==> config.mk <==
export PLATFORM = sky130hd
export DESIGN_NAME = serial_subtractor
export DESIGN_NICKNAME = d
export VERILOG_FILES = /design/src/rtl/serial_subtractor.sv
export SDC_FILE = /design/constraint.sdc
export NUM_CORES = 1
export LEC_CHECK = 0
export CORE_UTILIZATION = 52
export CTS_BUF_LIST = sky130_fd_sc_hd__clkbuf_4
export CTS_CLUSTER_DIAMETER = 100
export DETAILED_ROUTE_END_ITERATION = 10
export GPL_ROUTABILITY_DRIVEN = 1
export GPL_TIMING_DRIVEN = 0
export PLACE_DENSITY = 0.86
export SLEW_MARGIN = 30
export SYNTH_ARGS = -nofsm -noshare
export SYNTH_HDL_FRONTEND = slang
export SYNTH_SLANG_ARGS = --single-unit
==> constraint.sdc <==
create_clock -name clk -period 1.3 [get_ports clk]
set_input_delay 0.26 -clock clk [delete_from_list [all_inputs] [get_ports clk]]
set_output_delay 0.26 -clock clk [all_outputs]
set_load 0.005 [all_outputs]
==> src/rtl/serial_subtractor.sv <==
// Bit-serial unsigned subtractor: one full-subtractor cell and a borrow flop,
// LSB first, with valid/ready handshakes on operands and result.
module serial_subtractor #(
  parameter int unsigned WIDTH = 8
) (
  input  logic             clk,
  input  logic             rst_n,
  input  logic             in_valid,
  output logic             in_ready,
  input  logic [WIDTH-1:0] a,
  input  logic [WIDTH-1:0] b,
  output logic             out_valid,
  input  logic             out_ready,
  output logic [WIDTH-1:0] diff,
  output logic             borrow,
  output logic             busy
);

  localparam int unsigned CNT_W = $clog2(WIDTH + 1);

  typedef enum logic [1:0] {
    S_IDLE,
    S_SHIFT,
    S_DONE
  } state_e;

  state_e           state_q, state_d;
  logic [WIDTH-1:0] a_q, a_d;
  logic [WIDTH-1:0] b_q, b_d;
  logic [WIDTH-1:0] res_q, res_d;
  logic             br_q, br_d;
  logic [CNT_W-1:0] cnt_q, cnt_d;
  logic             in_ready_q, in_ready_d;
  logic             out_valid_q, out_valid_d;
  logic             busy_q, busy_d;

  logic             diff_bit;
  logic             br_nxt;

  // Full-subtractor cell on the current LSBs
  always_comb begin
    diff_bit = a_q[0] ^ b_q[0] ^ br_q;
    br_nxt   = (~a_q[0] & b_q[0]) | (~(a_q[0] ^ b_q[0]) & br_q);
  end

  // Next-state and datapath update
  always_comb begin
    state_d = state_q;
    a_d     = a_q;
    b_d     = b_q;
    res_d   = res_q;
    br_d    = br_q;
    cnt_d   = cnt_q;

    case (state_q)
      S_IDLE: begin
        if (in_valid && in_ready_q) begin
          a_d     = a;
          b_d     = b;
          res_d   = '0;
          br_d    = 1'b0;
          cnt_d   = '0;
          state_d = S_SHIFT;
        end
      end
      S_SHIFT: begin
        a_d   = {1'b0, a_q[WIDTH-1:1]};
        b_d   = {1'b0, b_q[WIDTH-1:1]};
        res_d = {diff_bit, res_q[WIDTH-1:1]};
        br_d  = br_nxt;
        cnt_d = cnt_q + CNT_W'(1);
        if (cnt_q == CNT_W'(WIDTH - 1)) begin
          state_d = S_DONE;
        end
      end
      S_DONE: begin
        if (out_ready) begin
          state_d = S_IDLE;
        end
      end
      default: begin
        state_d = S_IDLE;
      end
    endcase

    // Handshake/status flags follow the next state so they are flop outputs
    in_ready_d  = (state_d == S_IDLE);
    out_valid_d = (state_d == S_DONE);
    busy_d      = (state_d == S_SHIFT);
  end

  always_ff @(posedge clk or negedge rst_n) begin
    if (!rst_n) begin
      state_q     <= S_IDLE;
      a_q         <= '0;
      b_q         <= '0;
      res_q       <= '0;
      br_q        <= 1'b0;
      cnt_q       <= '0;
      in_ready_q  <= 1'b1;
      out_valid_q <= 1'b0;
      busy_q      <= 1'b0;
    end else begin
      state_q     <= state_d;
      a_q         <= a_d;
      b_q         <= b_d;
      res_q       <= res_d;
      br_q        <= br_d;
      cnt_q       <= cnt_d;
      in_ready_q  <= in_ready_d;
      out_valid_q <= out_valid_d;
      busy_q      <= busy_d;
    end
  end

  assign in_ready  = in_ready_q;
  assign out_valid = out_valid_q;
  assign busy      = busy_q;
  assign diff      = res_q;
  assign borrow    = br_q;

endmodule
==> results.md <==
* DR vias at 1320
* Fin. Hold Viols at 0
* 1st-pass router iterations at 4
* Top-area cell type share of the netlist area at 54.6%
* GRT Residual Overflow at 0
* Worst IR drop on VDD at 1.86 mV
* Critical path data arrival time at 1600 ps
* Die boundary width at 55.9 µm
* Crit share post-route at 106%
* Post-route setup TNS at -1480 ps
* Layout cells sized above 1 at 22.9%
* TritonCTS clock tree: done
* Clock transition at path regs at 110 ps
* Critical Path RT at 1530 ps
* Gr usage total at 25.0%
* Post-DP Area at 1880 µm²
* Placed Cells at 209
* Final #Nets at 222
* RePlAce Congestion at 0.796
* Final instance area at 2070 µm²
* Leakage at 0.00102 µW
* IO Pins at 32
* DR DRC count at 0
* Clock Latency Late Sink at 350 ps
* Diode count at 0
* Worst-path maximum fanout at 10
* Status: complete, but fails checks
* Synthesized area at 1510 µm²
* Largest net degree at the start of global routing at 27
* Fin util at 75.2%
* Initial Utilization at 54.8%
* RSZ-0062 raised after global routing: yes
* Clock sink count at 34
* PD cells at 2270 nW/µm²
* Final setup margin at -75.1 ps
* Fillers at 196
* Post-DP HPWL at 2.30 mm
* Failing checks: negative setup slack
* Die Y at 55.9 µm
* Worst Setup Path Type: reg -> reg
* # rows at 19
* Synthesized Nets at 168
* Vias/cell at 5.69
* Relative slew slack at 81.4%
* Port bufs at 31
* Initial DRC count at 31
* Initial antenna violation count at 0
* Clock tree buffer depth at 2
* Post-route clock skew at 11.1 ps
* Synth Register Bits at 34
* H-tree lvl count at 2
* Post-route ant nets at 0
* FMAX at 727 MHz
* Synth cell types at 27
* CTS buffer count at 5
* Hold Crit Class: in -> async
* First-pass GRT wire length at 5.93 mm
* Worst Max-Slew Pin Slew at 277 ps
* Core Area at 2760 µm²
* Root Driver: clkbuf_4
* Post-DR wirelength/cell at 16.3 µm
* Part of the Yosys area used for sequential elements at 56.4%
* Synth area leader: dfrtp_1
* Synth top area cells: dfrtp_1 (55%), nand2_1 (8.4%), nand3_1 (7.3%), a22oi_2 (6.6%), buf_2 (2.6%)
* Yosys warnings at 0
* Die area at 3130 µm²
* Syn Inst Count at 146
* Number of global-route vias before repair at 1339
* Critical path capture point type: register
* WL final at 3.77 mm
* Layout Cells excl Fill at 232
* Syn-to-layout area delta at 37.3%
* Maxcap violations at 0
* Endpoints failing setup at 28
* Avg Inst Size Synth at 10.4 µm²
* Crit start category: register
* Pins Over Slew Limit at 0
* Final Critical Period at 1380 ps
[routing by layer]
metal | global-route usage, % | up-vias | wire length (µm)
li1 | - | 615 | -
met1 | 30.9 | 653 | 1490
met2 | 41.8 | 46 | 2050
met3 | 7.21 | 6 | 182
met4 | 9.41 | 0 | 54
met5 | 0 | - | 0
[flip-flops by register name, indices dropped and copies added, names as in the netlist]
| register | cells |
|---|---|
| borrow | 1 |
| state_q | 2 |
| b_q | 8 |
| a_q | 8 |
| cnt_q | 4 |
| in_ready | 1 |
| busy | 1 |
| diff | 8 |
| out_valid | 1 |
[layout make-up]
type                    count  area, µm²  share of cell area [%]
multi-input cells          99        583                    28.1
clock inverters             3       16.3                   0.784
flip-flops and latches     34        853                    41.1
plain buffers              12       95.1                    4.58
inverters                   1       3.75                   0.181
clock buffers               5       37.5                    1.81
repair buffers             47        447                    21.5
well taps                  31       38.8                    1.87
[through the flow]
step | setup WS [ps] | power (µW) | hold slack [ps]
floorplan | 120 | 3050 | -35.6
global placement | -666 | 3710 | 466
detailed placement | -221 | 3830 | 137
CTS | -87.8 | 4460 | 299
global route | -148 | 5030 | 322
finish | -75.1 | 4700 | 296
[path summary, 6_finish.rpt]
check | slack, ps | end | cells after the start | from
setup / recovery | -80 | diff[7]$_DFFE_PN0P_ | 5 | in_ready$_DFF_PN1_
hold / removal | 300 | b_q[5]$_DFFE_PN0P_ | 2 | rst_n
setup reg to reg | -80 | diff[7]$_DFFE_PN0P_ | 5 | in_ready$_DFF_PN1_
hold reg to reg | 510 | in_ready$_DFF_PN1_ | 1 | state_q[1]$_DFF_PN0_
max in group asynchronous | 590 | diff[4]$_DFFE_PN0P_ | 3 | rst_n
min in group clk | 430 | a_q[7]$_DFFE_PN0P_ | 3 | a[7]
[worst max-delay path: stages, from the launching register on]
cell and delay, ps:
dfstp_2 550, buf_4 100, nand4bb_1 200, buf_6 210, nand3_1 110, o21ai_0 90
[cell families (layout without fill, tap and decap cells)]
logic type	count (synthesis)	count (layout)	share of synthesized area (%)
and+or+nand+nor	72	72	21.9
DFF	34	34	56.4
buffers and inverters	13	68	5.38
adders and majority gates	2	2	2.15
AOI/OAI and AO/OA	23	23	12.9
muxes	2	2	1.32
[synthesized netlist by cell type]
| cell | n |
|---|---|
| buf_6 | 2 |
| a22oi_2 | 8 |
| nand3_1 | 22 |
| and4bb_1 | 1 |
| dfstp_2 | 1 |
| fa_1 | 1 |
| nor2b_1 | 1 |
| buf_4 | 2 |
| o22ai_1 | 4 |
| nor3_1 | 4 |
| dfrtp_1 | 33 |
| nor3b_1 | 1 |
| nand4bb_1 | 1 |
| buf_2 | 8 |
| nor2_1 | 6 |
| a22o_1 | 2 |
| mux2i_1 | 2 |
| o21ai_1 | 1 |
| ha_1 | 1 |
| a22oi_1 | 2 |
| o21ai_0 | 4 |
| a21o_1 | 1 |
| a21oi_1 | 1 |
| inv_1 | 1 |
| nand2b_1 | 1 |
| nand2_1 | 34 |
| nand4_1 | 1 |
[power breakdown]
group / switching (µW) / total (µW) / internal, µW
clock: 369 / 570 / 201
combinational: 1180 / 2300 / 1120
sequential: 298 / 1830 / 1530
[timing repair]
action / 4_1_cts / 5_1_grt
gates cloned: 0 / 1
buffers inserted: 8 / 5
hold buffers: 1 / 0
resized for setup: 14 / 10
pin swaps: 1 / 0
endpoints found under the setup margin: 13 / 40
hold endpoints to repair: 8 / 0
[cell usage in the layout, fill, tap and decap left out]
cell type	n
clkinv_2	1
clkinvlp_4	1
inv_1	1
a21oi_1	1
buf_4	16
dfrtp_1	32
clkinv_1	1
clkdlybuf4s50_1	18
buf_6	2
dfstp_2	1
nand2_1	34
nor3_1	3
fa_1	1
buf_12	1
nor2b_1	1
a21o_1	1
a22o_1	2
dfrtp_2	1
a22oi_2	8
o22ai_1	4
ha_1	1
nor3b_1	1
nand2b_1	1
dlygate4sd2_1	9
nand4bb_1	1
buf_2	5
nand4_1	1
o21ai_1	1
o21ai_0	4
dlygate4sd3_1	1
clkbuf_16	1
clkdlybuf4s15_1	3
a22oi_1	2
nor3_2	1
buf_8	1
clkbuf_4	7
nand3_1	22
nor2_1	6
mux2i_1	2
and4bb_1	1
No activity file was read; power rests on OpenSTA's default activity.
